==> src/rtl/lipsi_pin_host_pkg.sv <==
// Shared types and constants for the lipsi pin-level host bridge.
package lipsi_pin_host_pkg;

    localparam int unsigned DATA_W  = 8;
    localparam int unsigned CNT_W   = 16;

    // Bit positions on the design's bidirectional pins
    localparam int unsigned STB_BIT = 0;
    localparam int unsigned RD_BIT  = 1;
    localparam int unsigned ACK_BIT = 2;

    typedef enum logic [2:0] {
        ST_IDLE,
        ST_SETUP,
        ST_ASSERT,
        ST_RELEASE,
        ST_RESP
    } state_e;

endpackage

==> src/rtl/lipsi_pin_host_if.sv <==
// Host-side request/response handshake of the lipsi pin host.
interface lipsi_pin_host_if;
    import lipsi_pin_host_pkg::*;

    logic              req_valid;
    logic              req_ready;
    logic              req_write;
    logic [DATA_W-1:0] req_data;
    logic              rsp_valid;
    logic [DATA_W-1:0] rsp_data;
    logic              rsp_timeout;

    modport master (
        output req_valid, req_write, req_data,
        input  req_ready, rsp_valid, rsp_data, rsp_timeout
    );

    modport slave (
        input  req_valid, req_write, req_data,
        output req_ready, rsp_valid, rsp_data, rsp_timeout
    );
endinterface

==> src/rtl/lipsi_sync2.sv <==
// Two-flop synchroniser with synchronous reset to 0.
// Only built when LIPSI_PIN_SYNC_EN is defined (its sole user is then present).
`ifdef LIPSI_PIN_SYNC_EN
module lipsi_sync2 #(
    parameter int unsigned WIDTH = 1
) (
    input  logic             clk,
    input  logic             reset,
    input  logic [WIDTH-1:0] d_i,
    output logic [WIDTH-1:0] q_o
);
    logic [WIDTH-1:0] meta_q;
    logic [WIDTH-1:0] sync_q;

    // Two-stage capture of the asynchronous inputs
    always_ff @(posedge clk) begin
        if (reset) begin
            meta_q <= '0;
            sync_q <= '0;
        end else begin
            meta_q <= d_i;
            sync_q <= meta_q;
        end
    end

    assign q_o = sync_q;
endmodule
`endif

==> src/rtl/lipsi_pin_host.sv <==
// Pin-level host: turns byte read/write requests into a STB/RD + ACK
// four-phase handshake on the design's ui/uio pins, with per-phase timeout.
// Build option: LIPSI_PIN_SYNC_EN adds a two-flop synchroniser on ACK/uo_out.
module lipsi_pin_host
    import lipsi_pin_host_pkg::*;
#(
    parameter int unsigned TIMEOUT_CYCLES = 255,
    parameter int unsigned SETUP_CYCLES   = 1
) (
    input  logic              clk,
    input  logic              reset,
    lipsi_pin_host_if.slave   host,
    output logic [DATA_W-1:0] ui_in,
    output logic [DATA_W-1:0] uio_in,
    input  logic [DATA_W-1:0] uo_out,
    input  logic [DATA_W-1:0] uio_out,
    input  logic [DATA_W-1:0] uio_oe
);
    localparam logic [CNT_W-1:0] SETUP_LAST = CNT_W'(SETUP_CYCLES - 1);
    localparam logic [CNT_W-1:0] WAIT_LAST  = CNT_W'(TIMEOUT_CYCLES - 1);

    state_e            state_q;
    logic [CNT_W-1:0]  cnt_q;
    logic              write_q;
    logic [DATA_W-1:0] rdata_q;
    logic [DATA_W-1:0] ui_q;
    logic              stb_q;
    logic              rd_q;
    logic              ready_q;
    logic              rsp_valid_q;
    logic [DATA_W-1:0] rsp_data_q;
    logic              rsp_timeout_q;

    logic              ack_raw;
    logic              ack_s;
    logic [DATA_W-1:0] uo_s;
    logic              wait_expired;
    logic              unused_pins;

    // ACK only counts while the design actually drives that pin
    assign ack_raw     = uio_out[ACK_BIT] & uio_oe[ACK_BIT];
    assign unused_pins = &{1'b0, uio_out, uio_oe};

`ifdef LIPSI_PIN_SYNC_EN
    logic [DATA_W:0] sync_out;

    lipsi_sync2 #(.WIDTH(DATA_W + 1)) u_sync (
        .clk   (clk),
        .reset (reset),
        .d_i   ({uo_out, ack_raw}),
        .q_o   (sync_out)
    );

    assign ack_s = sync_out[0];
    assign uo_s  = sync_out[DATA_W:1];
`else
    assign ack_s = ack_raw;
    assign uo_s  = uo_out;
`endif

    assign wait_expired = (cnt_q == WAIT_LAST);

    // Transaction sequencer with registered pin and response outputs
    always_ff @(posedge clk) begin
        if (reset) begin
            state_q       <= ST_IDLE;
            cnt_q         <= '0;
            write_q       <= 1'b0;
            rdata_q       <= '0;
            ui_q          <= '0;
            stb_q         <= 1'b0;
            rd_q          <= 1'b0;
            ready_q       <= 1'b1;
            rsp_valid_q   <= 1'b0;
            rsp_data_q    <= '0;
            rsp_timeout_q <= 1'b0;
        end else begin
            case (state_q)
                ST_IDLE: begin
                    if (host.req_valid && ready_q) begin
                        write_q <= host.req_write;
                        ui_q    <= host.req_write ? host.req_data : '0;
                        rdata_q <= '0;
                        cnt_q   <= '0;
                        ready_q <= 1'b0;
                        state_q <= ST_SETUP;
                    end
                end
                ST_SETUP: begin
                    if (cnt_q == SETUP_LAST) begin
                        cnt_q   <= '0;
                        stb_q   <= write_q;
                        rd_q    <= ~write_q;
                        state_q <= ST_ASSERT;
                    end else begin
                        cnt_q <= cnt_q + CNT_W'(1);
                    end
                end
                ST_ASSERT: begin
                    if (ack_s) begin
                        if (!write_q) begin
                            rdata_q <= uo_s;
                        end
                        stb_q   <= 1'b0;
                        rd_q    <= 1'b0;
                        cnt_q   <= '0;
                        state_q <= ST_RELEASE;
                    end else if (wait_expired) begin
                        stb_q         <= 1'b0;
                        rd_q          <= 1'b0;
                        cnt_q         <= '0;
                        rsp_valid_q   <= 1'b1;
                        rsp_timeout_q <= 1'b1;
                        rsp_data_q    <= '0;
                        state_q       <= ST_RESP;
                    end else begin
                        cnt_q <= cnt_q + CNT_W'(1);
                    end
                end
                ST_RELEASE: begin
                    if (!ack_s) begin
                        cnt_q         <= '0;
                        rsp_valid_q   <= 1'b1;
                        rsp_timeout_q <= 1'b0;
                        rsp_data_q    <= rdata_q;
                        state_q       <= ST_RESP;
                    end else if (wait_expired) begin
                        cnt_q         <= '0;
                        rsp_valid_q   <= 1'b1;
                        rsp_timeout_q <= 1'b1;
                        rsp_data_q    <= '0;
                        state_q       <= ST_RESP;
                    end else begin
                        cnt_q <= cnt_q + CNT_W'(1);
                    end
                end
                ST_RESP: begin
                    rsp_valid_q   <= 1'b0;
                    rsp_timeout_q <= 1'b0;
                    rsp_data_q    <= '0;
                    ui_q          <= '0;
                    ready_q       <= 1'b1;
                    state_q       <= ST_IDLE;
                end
                default: begin
                    state_q <= ST_IDLE;
                end
            endcase
        end
    end

    // Strobe pins; all other uio_in bits stay low
    always_comb begin
        uio_in          = '0;
        uio_in[STB_BIT] = stb_q;
        uio_in[RD_BIT]  = rd_q;
    end

    assign ui_in            = ui_q;
    assign host.req_ready   = ready_q;
    assign host.rsp_valid   = rsp_valid_q;
    assign host.rsp_data    = rsp_data_q;
    assign host.rsp_timeout = rsp_timeout_q;
endmodule

==> src/flat_wrapper.sv <==
// flat-port wrapper written by rule: the top's interface ports become plain ports
module lipsi_pin_host_flat import lipsi_pin_host_pkg::*;
#(
    parameter int unsigned TIMEOUT_CYCLES = 255,
    parameter int unsigned SETUP_CYCLES   = 1
)
  (clk, reset, ui_in, uio_in, uo_out, uio_out, uio_oe, host_req_valid, host_req_write, host_req_data, host_req_ready, host_rsp_valid, host_rsp_data, host_rsp_timeout);
  lipsi_pin_host_if host_i ();
  input  logic clk;
  input  logic reset;
  output logic [DATA_W-1:0] ui_in;
  output logic [DATA_W-1:0] uio_in;
  input  logic [DATA_W-1:0] uo_out;
  input  logic [DATA_W-1:0] uio_out;
  input  logic [DATA_W-1:0] uio_oe;
  input wire logic [$bits(host_i.req_valid)-1:0] host_req_valid;
  input wire logic [$bits(host_i.req_write)-1:0] host_req_write;
  input wire logic [$bits(host_i.req_data)-1:0] host_req_data;
  output wire logic [$bits(host_i.req_ready)-1:0] host_req_ready;
  output wire logic [$bits(host_i.rsp_valid)-1:0] host_rsp_valid;
  output wire logic [$bits(host_i.rsp_data)-1:0] host_rsp_data;
  output wire logic [$bits(host_i.rsp_timeout)-1:0] host_rsp_timeout;
  assign host_i.req_valid = host_req_valid;
  assign host_i.req_write = host_req_write;
  assign host_i.req_data = host_req_data;
  assign host_req_ready = host_i.req_ready;
  assign host_rsp_valid = host_i.rsp_valid;
  assign host_rsp_data = host_i.rsp_data;
  assign host_rsp_timeout = host_i.rsp_timeout;
  lipsi_pin_host #(.TIMEOUT_CYCLES(TIMEOUT_CYCLES), .SETUP_CYCLES(SETUP_CYCLES)) u_core (.clk(clk), .reset(reset), .host(host_i), .ui_in(ui_in), .uio_in(uio_in), .uo_out(uo_out), .uio_out(uio_out), .uio_oe(uio_oe));
endmodule
==> config.mk <==
export PLATFORM = sky130hd
export DESIGN_NAME = lipsi_pin_host_flat
export DESIGN_NICKNAME = d
export VERILOG_FILES = /design/src/rtl/lipsi_pin_host_pkg.sv /design/src/rtl/lipsi_pin_host_if.sv /design/src/rtl/lipsi_sync2.sv /design/src/rtl/lipsi_pin_host.sv /design/src/flat_wrapper.sv
export SDC_FILE = /design/constraint.sdc
export NUM_CORES = 1
export LEC_CHECK = 0
export CORE_UTILIZATION = 45
export CTS_CLUSTER_DIAMETER = 30
export DETAILED_ROUTE_END_ITERATION = 10
export PLACE_DENSITY = 0.85
export SYNTH_ARGS = -nofsm -noshare
export SYNTH_HDL_FRONTEND = slang
export SYNTH_SLANG_ARGS = --single-unit
==> constraint.sdc <==
create_clock -name clk -period 5.8 [get_ports clk]
set_input_delay 0.87 -clock clk [delete_from_list [all_inputs] [get_ports clk]]
set_output_delay 0.87 -clock clk [all_outputs]
set_load 0.05 [all_outputs]
# Word level (Yosys, flattened, before mapping)
# Cells that the tools add are included.
# totals
register_bits,49
inputBits,36
out_inout_bits,27
word_cells,79
# classes
add_sub_neg,1
eq_ne,11
mux,39
bitwise_logic,2
n_reduce_logical,15
# op_table
cell,count
16-bit two-way mux,5
8-bit two-way mux,8
16-bit case mux with 4 select lines,1
8-bit case mux with 2 select lines,2
8-bit case mux with 3 select lines,1
"16-bit by 1-bit adder with 16-bit output, second input constant",1
"16-bit by 8-bit == test with 1-bit output, second input constant",1
16-bit zero test,1
3-bit two-way mux,5
3-bit case mux with 4 select lines,1
1-bit two-way mux,11
2-bit AND reduction,5
"3-bit by 2-bit == test with 1-bit output, second input constant",2
"2-bit by 1-bit inequality test with 1-bit output, second input constant",3
1-bit case mux with 2 select lines,3
1-bit case mux with 3 select lines,2
2-bit nonzero test,3
"2-bit inequality test, second input constant",2
4-bit AND reduction,1
4-bit nonzero test,1
"3-bit by 1-bit == test with 1-bit output, second input constant",1
"3-bit == test, second input constant",1
3-bit zero test,1
"3-bit by 1-bit inequality test with 1-bit output, second input constant",1
other kinds (5),5

# Logic depth before layout (Yosys ltp)
# Gate-level depths: netlist (run 1).
# logic_depth
word_depth,4
ltp_mapped,9
depth_no_buf,7

# Worst setup path before layout (run 1)
# OpenSTA, ideal clock, no wires.
# synth_path
kind,in2reg
from,input port host_req_valid
to,register u_core.cnt_q[5]
setup_time_ps,118
arrival_time_ps,1861
t_required_ps,5682
path_slack_ps,3821
cell_stages,5
path_buffers,0
cell_sequence,nand2_2 a21o_1 or3_1 xor2_1 nor2_4
# synth_via
elab_chain_len,3
# synth_lines
element,line,source
"start, declared",flat_wrapper.sv:16,input wire logic [$bits(host_i.req_valid)-1:0] host_req_valid;
1-bit logical AND,lipsi_pin_host.sv:80,if (host.req_valid && ready_q) begin
2-bit by 1-bit inequality test with 1-bit output (no line),-,
2-bit AND reduction (no line),-,
"end signal, assigned",lipsi_pin_host.sv:96,cnt_q <= cnt_q + CNT_W'(1);
"end signal, assigned",lipsi_pin_host.sv:117,cnt_q <= cnt_q + CNT_W'(1);
"end signal, assigned",lipsi_pin_host.sv:134,cnt_q <= cnt_q + CNT_W'(1);
"end, declared",lipsi_pin_host.sv:23,logic [CNT_W-1:0] cnt_q;
# No other way between the ends.
# A chain may end at the register's enable or synchronous reset.

# Final worst setup path (run 1)
# layout_path
from,input port host_req_valid
to,register u_core.rdata_q[0]
# layout_via
elab_chain_len,3
# layout_lines
element,line,source
1-bit logical AND,lipsi_pin_host.sv:80,
2-bit by 1-bit inequality test with 1-bit output (no line),-,
4-bit AND reduction (no line),-,
"end signal, assigned",lipsi_pin_host.sv:102,rdata_q <= uo_s;
"end, declared",lipsi_pin_host.sv:25,logic [DATA_W-1:0] rdata_q;
# No other way between the ends.

==> flow_summary.ini, run 1 <==
[hold_path]
holdPathStages = 2
hp-start = u_core.ui_in[3]
hold_path_class = flip-flop to flip-flop
min_to = u_core.ui_in[3]

[layout]
syn_to_final_growth_pct = 20.40
drive_gt1_share_pct = 11.53
fin_nets = 333
fill_cells = 438
antenna_cells_inserted = 0
post-route-util_pct = 57.88

[floorplan]
die_h_um = 73.97
die_area_um2 = 5472
rows = 25
start_util_pct = 48.08
core_area_um2 = 4848
pin_count = 63
die_x_um = 73.97

[synth]
ys.warnings.count = 0
synthArstFlopShare_pct = 0
synth_edf_count = 0
synthCells = 259
synth_ff_type = dfxtp_1
ys_seq_elements = 49
syn_avg_cell_area_um2 = 9.000
netlist_area_um2 = 2331
seq_area_frac_synth_pct = 42.08
synth_cell_types = 45

[clocking]
cts_sinks = 49
htreeDepth = 2
cts_root_buffer = clkbuf_8
cts_tree = built
cts-buffers-inserted = 5
cts_max_path_buffers = 2
post_cts_buffers = 0
cts_resized = 0
clk_latency_ns = 0.31
hold_buffers = 0
clk_transition_reported_paths_ns = 0.10

[run_status]
outcome = complete, no violations

[detailed_routing]
drt_iter0_markers = 143
wl_per_cell_um = 13.15
detail-route-antenna-nets = 0
wl_um = 4760
drcViolationCount = 0
dr.pass1.iters = 4
routed_via_density = 5.348
vias = 1936

[sta]
hold_violations = 0
maxSlewViolCount = 0
relSlewSlack_pct = 22.31
clock_skew_ns = 0.007220
rsz0062_at_grt = no
min_period_over_period_pct = 46.48
fin_tns_setup_ns = 0
tightest_slew_ns = 1.156
fin_crit_ns = 2.696
setup_violations = 0
fmax_mhz = 370.9

[worst_setup_path]
worstPathArrival_ns = 2.89
r2r_cells = 5
cpPeakStageDelay_ns = 0.75
slowest_stage = nor4_2
cp-end-kind = flip-flop
crit_path_cell_trace = clkdlybuf4s50_1 -> nand2_2 -> nor4_2 -> a21oi_1 -> nand2_1 -> a21oi_1
cp.required_ns = 5.99
critPathMaxFanout = 12
critPathMostFrequentCell = a21oi_1
start_kind = input port
rr_endpoint = u_core.rdata_q[0]
regToRegSetupSlack_ns = 3.39
critPathKind = input port to flip-flop
r2r_start = u_core.state_q[1]

[power_and_ir_drop]
pwr_density_cell_nw_per_um2 = 238.3
vdd_ir_drop_max_uv = 243.8
p_leak_uw = 0.0009461

[placed_design]
place.gp.congestion = 0.8047
portBuffers = 42
dp_hpwl_um = 3390

[grt]
grt_pass1_wl_um = 7997
track_usage_pct = 18.66
gr-total-overflow = 0
grt_max_degree = 29
grt_pass1_vias = 1823
antenna_found_initial = 0

[job]
drv_cap = 0
placed cells by master (no fill, tap or decap), types with 2 or more instances in the layout:
master,count
clkdlybuf4s50_1,42
nor2_2,10
and3_1,2
nand3_1,30
nor4_1,3
a21o_1,4
a2111oi_4,3
xnor2_1,2
a22o_1,8
a31oi_1,3
xor2_1,9
nand2b_1,4
nand2_2,2
conb_1,6
nand3b_1,3
nor2_1,8
o21ai_0,2
dfxtp_1,49
clkbuf_8,5
nand2_1,31
nor2_4,2
a21oi_1,24
nand4_1,7
nor3_1,6
ha_1,3
inv_1,6
power by group:
group,leakage [uW],switching [uW],internal (uW)
Sequential,0.000396,8.21,344
Combinational,0.000505,71.7,36.9
Clock,0.0000447,121,87.2
Total,0.000946,201,468
critical path: cells and delay by family:
kind,cells,cell delay [ns]
simple gates,3,1.08
buf+inv,1,0.52
compound gates,2,0.42
cell families (layout without fill, tap and decap cells):
logic type / Yosys count / in the layout / synth area share [%]
other cells: 1 / 6 / 0.1609
xor+xnor: 11 / 11 / 4.133
fa+ha+maj: 3 / 3 / 1.610
flops: 49 / 49 / 42.08
compound gates: 52 / 52 / 17.66
mux: 1 / 1 / 0.4294
simple gates: 116 / 116 / 26.30
buf+inv: 26 / 57 / 7.622
flip-flops by register name, summed over array words and instances (netlist names):
name	flops
u_core.rd_q	1
u_core.host.rsp_data	8
u_core.host.rsp_timeout	1
u_core.rdata_q	8
u_core.stb_q	1
u_core.state_q	3
u_core.cnt_q	16
u_core.ui_in	8
u_core.host.req_ready	1
u_core.write_q	1
u_core.host.rsp_valid	1
metrics by stage:
| step | setup slack (ns) | instances | power [uW] | instance area, um2 | hold slack (ns) |
|---|---|---|---|---|---|
| floorplan | 3.821 | 264 | 439.0 | 2350 | 0.4316 |
| global route | 2.874 | 362 | 696.6 | 2806 | 0.4682 |
| CTS | 3.092 | 362 | 671.3 | 2806 | 0.4562 |
| global placement | 2.813 | 354 | 466.0 | 2713 | 0.4393 |
| finish | 3.104 | 362 | 668.9 | 2806 | 0.4555 |
| detailed placement | 2.774 | 354 | 467.8 | 2713 | 0.4452 |
cells in the mapped netlist, types with 4 or more instances:
library cell	number	area (um2)
dfxtp_1	49	980.9
nand2_1	31	116.4
nand3_1	30	150.1
a21oi_1	24	120.1
nor2_2	10	62.56
buf_4	9	67.56
xor2_1	9	78.83
a22o_1	8	70.07
nor2_1	8	30.03
nand4_1	7	43.79
inv_1	6	22.52
nor3_1	6	30.03
a21o_1	4	30.03
nand2b_1	4	25.02
nor4_1	4	25.02
layout make-up:
class | count | area (um2) | share of cell area [%]
clock buffer | 5 | 68.82 | 2.452
clock inverter | 3 | 25.02 | 0.8917
inverter | 6 | 22.52 | 0.8025
multi-input combinational | 189 | 1197 | 42.67
sequential | 49 | 980.9 | 34.95
tap | 67 | 83.83 | 2.987
timing repair buffer | 43 | 427.9 | 15.25
per-layer routing:
metal	wire [um]	global-route usage (%)	part of all wire, %
met1	2224	24.51	47
met2	2261	30.40	48
met3	212	3.252	4.5
met4	61	7.692	1.3
met5	0	0	0
how the worst max path moves through the flow:
stage,slack [ns],cells past startpoint,from,endpoint
floorplan,3.82,5,host_req_valid,u_core.cnt_q[5]
global placement,2.81,6,host_req_valid,u_core.rdata_q[0]
detailed placement,2.77,6,host_req_valid,u_core.rdata_q[7]
CTS,3.09,6,host_req_valid,u_core.rdata_q[0]
global route,2.87,6,host_req_valid,u_core.rdata_q[5]
finish,3.10,6,host_req_valid,u_core.rdata_q[0]
No activity file was read; power rests on OpenSTA's default activity.
==> inputs of run 2 (changes only) <==
Clock period 5.8 ns to 2.78 ns, I/O delays scaled along.
==> run 2 against run 1 <==
Against the previous run: worst hold slack improved by 0.0063 ns; register-to-register slack got worse by 2.7 ns; global-route usage up 1.0 points; die area is the same; first-iteration DRC count fell by 29%; via count grew 3.2%; wire length grew 4.2%; power up 110%.
==> flow_summary.ini, run 2 (synthesized netlist as in run 1, its figures left out) <==
[clocking]
cts_sinks = 49
cts-buffers-inserted = 5
cts_resized = 0
htreeDepth = 2
post_cts_buffers = 0
cts_tree = built
clk_transition_reported_paths_ns = 0.09
hold_buffers = 0
clk_latency_ns = 0.30
cts_max_path_buffers = 2
cts_root_buffer = clkbuf_8

[sta]
min_period_over_period_pct = 75.43
tightest_slew_ns = 0.6183
rsz0062_at_grt = no
fin_crit_ns = 2.097
hold_violations = 0
relSlewSlack_pct = 58.78
maxSlewViolCount = 0
fin_tns_setup_ns = 0
setup_violations = 0
clock_skew_ns = 0.008717
fmax_mhz = 476.9
fin_ws_ns = 0.6831

[floorplan]
die_h_um = 73.97
pin_count = 63
rows = 25
core_area_um2 = 4848
die_area_um2 = 5472
start_util_pct = 48.08
die_x_um = 73.97

[layout]
top_register = u_core.cnt_q
fin_nets = 336
final_cell_mix = dfxtp_1, clkdlybuf4s50_1, nand2_1, nand3_1, a21oi_1
post-route-util_pct = 58.22
syn_to_final_growth_pct = 21.10
fill_cells = 404
drive_gt1_share_pct = 12.08
largest_reg_flops = 16
antenna_cells_inserted = 0
final_area_um2 = 2823
layout_commonest_cell = dfxtp_1

[grt]
grt_max_degree = 28
grt_pass1_wl_um = 8424
track_usage_pct = 19.68
grt_pass1_vias = 1867
gr-total-overflow = 0
antenna_found_initial = 0

[detailed_routing]
drt_iter0_markers = 102
vias = 1997
detail-route-antenna-nets = 0
wl_um = 4959
dr.pass1.iters = 4
drcViolationCount = 0
wl_per_cell_um = 13.59
routed_via_density = 5.471

[job]
drv_cap = 0

[worst_setup_path]
r2r_start = u_core.cnt_q[0]
cp-end-kind = flip-flop
worstPathArrival_ns = 2.33
cp.required_ns = 3.02
critPathMaxFanout = 11
start_kind = flip-flop
critPathLaunch = u_core.cnt_q[0]
critPathKind = flip-flop to flip-flop

[power_and_ir_drop]
pwr_density_cell_nw_per_um2 = 488.2
vdd_ir_drop_max_uv = 287.9
p_leak_uw = 0.0009537

[placed_design]
placed_cell_area_um2 = 2735
dp_hpwl_um = 3568
portBuffers = 42
pre_cts_ws_ns = 0.6227
place.gp.congestion = 0.8044

[run_status]
outcome = complete, no violations

[hold_path]
hp-start = u_core.rdata_q[1]
hold_path_class = flip-flop to flip-flop
run 2: changes by cell type in the layout (fill, tap and decap cells not counted):
| cell | before | now |
|---|---|---|
| buf_4 | 1 | 4 |
| clkbuf_1 | 0 | 1 |
| clkinv_4 | 1 | 0 |
| clkinvlp_4 | 1 | 2 |
| inv_6 | 1 | 0 |
run 2: path summary, 6_finish.rpt:
check | endpoint | slack (ns) | cells past startpoint
setup reg to reg | u_core.cnt_q[10] | 0.68 | 8
hold / removal | u_core.rdata_q[1] | 0.46 | 2
hold reg to reg | u_core.rdata_q[1] | 0.46 | 2
setup / recovery | u_core.cnt_q[10] | 0.68 | 8
run 2: critical path, stage by stage (launching register included):
cell and delay, ns:
dfxtp_1 0.46, inv_1 0.10, ha_1 0.21, and4_4 0.18
and4_1 0.31, or2_1 0.26, a31o_1 0.21, buf_4 0.20
nor2_1 0.10
run 2: cell type report:
class | instances | area, um2 | area share, %
clock buffer | 6 | 72.57 | 2.571
clock inverter | 2 | 15.01 | 0.5319
inverter | 6 | 22.52 | 0.7979
multi-input combinational | 189 | 1197 | 42.42
sequential | 49 | 980.9 | 34.75
tap | 67 | 83.83 | 2.970
timing repair buffer | 46 | 450.4 | 15.96
run 2: metal layers:
metal	vias to the layer above	track usage, %	part of all wire, %
li1	982	-	-
met1	940	26.87	45
met2	65	29.80	48
met3	10	3.388	4.5
met4	0	10.47	2.0
met5	-	0	0
run 2: metrics by stage:
| stage | hold WS, ns | std cells | power [uW] |
|---|---|---|---|
| after floorplan | 0.4316 | 264 | 915.8 |
| after global placement | 0.4384 | 357 | 979.5 |
| after detailed placement | 0.4481 | 357 | 983.7 |
| after CTS | 0.4617 | 365 | 1390 |
| after global routing | 0.4765 | 365 | 1439 |
| final | 0.4618 | 365 | 1378 |
run 2: report_power, final:
group | total, uW | switching [uW] | internal [uW]
registers | 734 | 17.4 | 717
clock network | 409 | 231 | 177
logic | 235 | 153 | 82.5
==> inputs of run 3 (changes only) <==
Clock period 2.78 ns to 2.1 ns, I/O delays scaled along.
==> run 3 against run 2 <==
Against the previous run: maximum frequency is 11% higher; sequential share of layout area is 0.71 points lower; clock power is 44% higher; clock-buffer cell count is 1 lower; non-clock buffer count is 7 higher; setup slack worse by 0.47 ns; power is 37% higher; critical endpoint is now u_core.cnt_q[14].
==> flow_summary.ini, run 3 (synthesized netlist as in run 1, its figures left out) <==
[run_status]
outcome = complete, no violations

[sta]
fmax_mhz = 530.6
rsz0062_at_grt = no
maxSlewViolCount = 0
clock_skew_ns = 0.01104
min_period_over_period_pct = 89.75
relSlewSlack_pct = 58.23
hold_violations = 0
tightest_slew_ns = 0.6265
fin_tns_setup_ns = 0
fin_ws_ns = 0.2153
setup_violations = 0
fin_crit_ns = 1.885

[layout]
largest_reg_flops = 16
regArea_um2 = 980.9
top_register = u_core.cnt_q
fill_cells = 414
multiInputGateArea_um2 = 1197
layout_commonest_cell = dfxtp_1
drive_gt1_share_pct = 14.75
final_cell_mix = dfxtp_1, clkdlybuf4s50_1, nand2_1, nand3_1, a21oi_1
fin_nets = 343
syn_to_final_growth_pct = 23.62
antenna_cells_inserted = 0

[placed_design]
pre_cts_ws_ns = 0.02650
dp_hpwl_um = 3687
place.gp.congestion = 0.9120
portBuffers = 42

[detailed_routing]
drt_iter0_markers = 96
wl_per_cell_um = 13.42
drcViolationCount = 0
vias = 2014
routed_via_density = 5.414
dr.pass1.iters = 4
detail-route-antenna-nets = 0
wl_um = 4991

[grt]
gr-total-overflow = 0
track_usage_pct = 20.35
grt_pass1_vias = 1955
antenna_found_initial = 0
grt_max_degree = 18
grt_pass1_wl_um = 8638

[clocking]
cts_tree = built
hold_buffers = 0
cts_root_buffer = clkbuf_8
clk_transition_reported_paths_ns = 0.10
cts-buffers-inserted = 5
clk_latency_ns = 0.31
cts_max_path_buffers = 2
post_cts_buffers = 0
cts_sinks = 49
htreeDepth = 2

[power_and_ir_drop]
vdd_ir_drop_max_uv = 382.6
total_power_uw = 1883
pwr_density_cell_nw_per_um2 = 653.5
p_leak_uw = 0.0009978

[worst_setup_path]
critPathMostFrequentCell = nand3_1
critPathLaunch = u_core.cnt_q[1]
worstPathArrival_ns = 2.08
crit_path_cell_trace = ha_1 -> nand3_1 -> a2111oi_4 -> nand3_1 -> xor2_1 -> nor2_2
rr_endpoint = u_core.cnt_q[14]
slowest_stage = a2111oi_4
cp.required_ns = 2.30
start_kind = flip-flop
critPathKind = flip-flop to flip-flop
cp-end-kind = flip-flop
regToRegSetupSlack_ns = 0.22
r2r_start = u_core.cnt_q[1]
r2r_cells = 6
cpPeakStageDelay_ns = 0.48
crit_end = u_core.cnt_q[14]
critPathMaxFanout = 7

[job]
drv_cap = 0

[hold_path]
hold_path_class = flip-flop to flip-flop

[floorplan]
start_util_pct = 48.08
die_h_um = 73.97
core_area_um2 = 4848
rows = 25
pin_count = 63
die_area_um2 = 5472
die_x_um = 73.97
## run 3: cell types whose count changed in the layout (fill, tap and decap cells not counted)
cell        before  now
a31o_1           1    0
clkinvlp_4       2    1
inv_6            0    2
a31o_2           0    1
clkbuf_1         1    0
buf_4            4   11
## run 3: how the worst min path moves through the flow
stage                                startpoint               endpoint  depth (start not counted)
after floorplan               u_core.rdata_q[0]      u_core.rdata_q[0]                          2
after global placement        u_core.rdata_q[2]      u_core.rdata_q[2]                          2
after detailed placement  u_core.host.rsp_valid  u_core.host.rsp_valid                          1
after CTS                     u_core.rdata_q[3]      u_core.rdata_q[3]                          2
after global routing          u_core.rdata_q[3]      u_core.rdata_q[3]                          2
final                         u_core.rdata_q[6]      u_core.rdata_q[6]                          2
## run 3: what timing repair did
item / 4_1_cts / 5_1_grt
endpoints found under the hold margin: 0 / 0
gates resized for setup: 0 / 1
setup endpoints to repair: 0 / 3
## run 3: worst max-delay path: cells and delay by family, from the launching register on
family,cells,cell delay (ns)
AO/OA/AOI/OAI,1,0.48
XOR/XNOR,1,0.19
adder cells (fa/ha/maj),1,0.24
flip-flops,1,0.45
AND/OR/NAND/NOR,3,0.41
## run 3: through the flow
step           utilization (%)  std cells  instance area [um2]  hold slack, ns
2_1_floorplan                -        264                 2350          0.4316
3_3_place_gp             57.50        364                 2788          0.4386
3_5_place_dp             57.50        364                 2788          0.4421
4_1_cts                  59.43        372                 2882          0.4593
5_1_grt                  59.43        372                 2882          0.4838
6_report                 59.43        372                 2882          0.4599
## run 3: power breakdown
group / switching (uW) / internal (uW)
combinational: 207 / 120
sequential: 20.1 / 949
clock: 344 / 243
## run 3: cell type report
class                   count  area share [%]
clock buffers               5           2.388
multi-input cells         189           41.55
flip-flops and latches     49           34.04
inverters                   6          0.7816
clock inverters             3          0.8684
well taps                  67           2.909
repair buffers             53           17.46
## run 3: per-layer routing
layer / track usage [%] / vias to the layer above / share of wire (%)
met5: 0 / - / 0
met4: 9.829 / 0 / 1.7
met3: 3.117 / 9 / 3.6
met2: 33.94 / 54 / 48
met1: 25.76 / 959 / 46
li1: - / 992 / -
==> RTL change 1 (config.mk and constraints of run 2) <==
`DATA_W`: 8 -> 6.
--- a/src/rtl/lipsi_pin_host_pkg.sv
+++ b/src/rtl/lipsi_pin_host_pkg.sv
@@ -3,3 +3,3 @@
 
-    localparam int unsigned DATA_W  = 8;
+    localparam int unsigned DATA_W  = 6;
     localparam int unsigned CNT_W   = 16;
Interface: changed (7 resized); port bits go from 63 to 49. No check against the original RTL was run, so the function may have changed too.
==> RTL change 1 against run 2 <==
Setup slack got worse by 96 ps; via count shrank 1.8%; final area decreased by 10%; sequential cell count down 6; utilization decreased by 0.82 points; synthesized cell count is 3.9% lower; sequential share of layout area is 0.78 points lower; global-route usage up 1.3 points; routed wire length shrank 3.4%; non-clock buffer count is 8 lower; total power decreased by 1.3%; synthesized area shrank 9.8%; critical path type unchanged; critical endpoint is now u_core.cnt_q[6]$_SDFFE_PP0P_; largest cell class unchanged.
==> RTL change 1: results <==
export IMPL_hold_ws_ps=454.1
export IMPL_synth_area_top_cells="dfxtp_1 41%, nand2_1 5.2%, a22o_1 4.6%"
export IMPL_grt_pass1_wl_um=8335
export IMPL_cp_slowest_cell="o32a_2"
export IMPL_leakage_nw=0.9112
export IMPL_cpPeakStageDelay_ps=440
export IMPL_reg2regPathDepth=7
export IMPL_seq_area_frac_synth_pct=40.95
export IMPL_path_max_fanout=6
export IMPL_grt_use_met3_pct=4.185
export IMPL_clock_skew_ps=9.311
export IMPL_io_buffer_count=34
export IMPL_vias_per_cell=5.910
export IMPL_place_congestion=0.8825
export IMPL_r2r_end="u_core.cnt_q[6]$_SDFFE_PP0P_"
export IMPL_status="finished, final reports clean"
export IMPL_grt_max_degree=21
export IMPL_met1_usage_pct=27.25
export IMPL_hold_end="u_core.rdata_q[2]$_SDFFE_PP0P_"
export IMPL_place_hpwl_um=3393
export IMPL_ir_drop_mv=0.2370
export IMPL_syn_inst=249
export IMPL_grt_usage_pct=20.97
export IMPL_final_net_count=310
export IMPL_routed_wl_um=4792
export IMPL_gr_usage_met2_pct=33.65
export IMPL_drive_above_1_share_pct=6.786
export IMPL_fillCellCount=405
export IMPL_rrSetupSlack_ps=590
export IMPL_drt_iter0_markers=139
==> RTL change 1: tightest hold or removal path, cell delays in order (launching register included) <==
cell and delay, ps:
dfxtp_1 310, nand2_1 50, a21oi_1 50
==> RTL change 1: how the worst max path moves through the flow <==
stage / end / slack (ps) / cells after the start
final: u_core.cnt_q[6]$_SDFFE_PP0P_ / 590 / 7
after global routing: u_core.rd_q$_SDFFE_PP0P_ / 430 / 7
after CTS: u_core.cnt_q[11]$_SDFFE_PP0P_ / 610 / 7
after global placement: u_core.cnt_q[13]$_SDFFE_PP0P_ / 410 / 6
after floorplan: u_core.cnt_q[8]$_SDFFE_PP0P_ / 820 / 7
after detailed placement: u_core.cnt_q[4]$_SDFFE_PP0P_ / 390 / 6
==> RTL change 1: stage by stage <==
stage | util, % | worst slack, ps
floorplan | - | 822.2
global placement | 55.56 | 406.8
detailed placement | 55.56 | 392.8
CTS | 57.40 | 608.4
global route | 57.40 | 427.9
finish | 57.40 | 587.3
==> RTL change 1: cell type report <==
type	count	area share, %
multi-input cells	185	44.74
flip-flops and latches	43	33.98
repair buffers	38	14.62
clock buffers	7	3.012
well taps	52	2.568
inverters	6	0.8889
clock inverters	1	0.1975
==> RTL change 1: kinds of logic (layout without fill, tap and decap cells) <==
logic type	Yosys count	after routing	synth area share (%)
buf+inv	24	52	5.654
compound gates	74	74	25.48
other cells	1	4	0.1784
simple gates	102	102	25.12
fa+ha+maj	3	3	1.786
xor+xnor	2	2	0.8335
flops	43	43	40.95
==> RTL change 1: report_power, final <==
group	switching (mW)	internal, mW	total [mW]
clock network	0.210	0.176	0.386
logic	0.194	0.117	0.310
registers	0.0264	0.636	0.663
total	0.430	0.930	1.36
==> RTL change 1: routing by layer <==
layer	up-vias	wire (um)
met1	918	2336
li1	982	-
met4	0	76
met2	55	2199
met3	7	179
met5	-	0
==> RTL change 2 (flow settings as in run 2) <==
Without the edit above. The 5 states of `state_e` get a one-hot encoding in 5 bits.
--- a/src/rtl/lipsi_pin_host_pkg.sv
+++ b/src/rtl/lipsi_pin_host_pkg.sv
@@ -11,8 +11,8 @@
 
-    typedef enum logic [2:0] {
-        ST_IDLE,
-        ST_SETUP,
-        ST_ASSERT,
-        ST_RELEASE,
-        ST_RESP
+    typedef enum logic [4:0] {
+        ST_IDLE    = 5'b00001,
+        ST_SETUP   = 5'b00010,
+        ST_ASSERT  = 5'b00100,
+        ST_RELEASE = 5'b01000,
+        ST_RESP    = 5'b10000
     } state_e;
Function: same outputs for any inputs over 10 cycles, from zero or initial values and one cycle with reset high; not proved beyond that.
==> RTL change 2 against run 2 <==
Synthesized area is 3.1% lower; cell count down 0.27%; routed wire length down 2.8%; total power grew 2.9%; setup slack got worse by 200 ps; sequential cell count rose by 2; final area fell by 1.2%; synthesized cell count decreased by 0.39%; largest power group unchanged.
==> RTL change 2: results <==
export IMPL_cts_htree_levels=2
export IMPL_drt_iter0_markers=67
export IMPL_synthTopCellsByCount="51 x dfxtp_1, 30 x nor2_1, 25 x a21oi_1, 23 x nand2_1, 16 x nand3_1"
export IMPL_rrSetupSlack_ps=480
export IMPL_path_max_fanout=14
export IMPL_synth_area_top_cells="dfxtp_1 45%, a22o_1 5.8%, a21oi_1 5.5%"
export IMPL_seq_area_frac_synth_pct=45.21
export IMPL_ir_drop_mv=0.2632
export IMPL_min_path_type="flop to flop"
export IMPL_gr_usage_met2_pct=28.87
export IMPL_setup_tns_ps=0
export IMPL_antenna_found_initial=0
export IMPL_top_register="u_core.cnt_q"
export IMPL_status="finished, final reports clean"
export IMPL_first_pass_iters=4
export IMPL_place_congestion=0.8934
export IMPL_leakage_nw=0.9746
export IMPL_grt_usage_pct=18.64
export IMPL_vias_per_cell=5.357
export IMPL_io_buffer_count=42
export IMPL_gr_total_overflow=0
export IMPL_grt_pass1_vias=1693
export IMPL_reg2regPathDepth=5
export IMPL_cts_root_buffer="clkbuf_8"
export IMPL_r2r_end="u_core.stb_q$_SDFFE_PP0P_"
export IMPL_grt_use_met3_pct=4.696
export IMPL_critPathLaunch="u_core.state_q[4]$_SDFFE_PP0P_"
export IMPL_clock_skew_ps=8.446
export IMPL_hold_ws_ps=457.3
export IMPL_grt_max_degree=17
export IMPL_synth_cell_types=37
export IMPL_grt_pass1_wl_um=7762
export IMPL_tightest_slew_ps=701.7
export IMPL_place_hpwl_um=3403
export IMPL_drive_above_1_share_pct=5.051
export IMPL_met1_usage_pct=25.39
export IMPL_endpoint_kind="flop"
export IMPL_final_net_count=335
export IMPL_yosysWarningCount=0
export IMPL_clockBufferDepth=2
export IMPL_critPathArrivalTime_ps=2460
export IMPL_routed_wl_um=4822
export IMPL_fillCellCount=421
RTL change 2: cell types whose count changed after synthesis, moves of 4 or more:
cell | run 2 | this run
clkbuf_1 | 3 | 10
xnor2_1 | 2 | 14
a22o_1 | 8 | 15
and2_1 | 0 | 4
nand2_1 | 31 | 23
nor2_2 | 10 | 0
nand3_1 | 30 | 16
xor2_1 | 9 | 0
a211oi_1 | 0 | 7
nor2_1 | 8 | 30
RTL change 2: logic make-up (layout without fill, tap and decap cells):
| kind of cell | count (synthesis) | after routing | synth area share, % |
|---|---|---|---|
| and+or+nand+nor | 103 | 103 | 22.44 |
| AOI/OAI and AO/OA | 60 | 60 | 18.73 |
| DFF | 51 | 51 | 45.21 |
| buffers and inverters | 26 | 60 | 6.371 |
| xor gates and xnor gates | 14 | 14 | 5.429 |
| adders and majority gates | 3 | 3 | 1.662 |
| other | 1 | 6 | 0.1660 |
RTL change 2: cell type report:
class,instances,area [um^2],area share (%)
Inverter,5,18.77,0.6729
Timing Repair Buffer,47,457.9,16.42
Multi-Input combinational cell,186,1112,39.88
Clock inverter,1,8.758,0.3140
Sequential cell,51,1021,36.61
Clock buffer,7,86.33,3.096
Tap cell,67,83.83,3.006
RTL change 2: worst min-delay path by stage:
stage	startpoint	to	cells after the start
CTS	u_core.rdata_q[6]$_SDFFE_PP0P_	u_core.rdata_q[6]$_SDFFE_PP0P_	2
detailed placement	u_core.rdata_q[6]$_SDFFE_PP0P_	u_core.rdata_q[6]$_SDFFE_PP0P_	2
floorplan	u_core.rdata_q[0]$_SDFFE_PP0P_	u_core.rdata_q[0]$_SDFFE_PP0P_	2
finish	u_core.rdata_q[5]$_SDFFE_PP0P_	u_core.rdata_q[5]$_SDFFE_PP0P_	2
global route	u_core.rdata_q[5]$_SDFFE_PP0P_	u_core.rdata_q[5]$_SDFFE_PP0P_	2
global placement	u_core.rdata_q[2]$_SDFFE_PP0P_	u_core.rdata_q[2]$_SDFFE_PP0P_	2
RTL change 2: stage by stage:
stage	utilization [%]	setup slack (ps)	area [um^2]	instances
floorplan	-	549.1	2277	263
global placement	56.29	573.5	2694	356
detailed placement	56.29	543.8	2694	356
CTS	58.27	528.5	2789	364
global route	58.27	339.7	2789	364
finish	58.27	480.0	2789	364
RTL change 2: where the power goes:
group	switching (mW)	internal [mW]	leakage [nW]	total [mW]
logic	0.132	0.0807	0.514	0.213
clock network	0.242	0.204	0.0484	0.446
registers	0.0135	0.745	0.412	0.758
RTL change 2: per-layer routing:
layer | up-vias | part of all wire (%)
li1 | 985 | -
met1 | 899 | 47
met2 | 54 | 47
met3 | 12 | 5.1
met4 | 0 | 1.5
met5 | - | 0
RTL change 2: critical path, cell delays in order (launching register included):
cell and delay [ps]:
dfxtp_1 420, nor3_1 470, and2_0 650, nor2_1 170, o311ai_0 320, o41ai_1 130
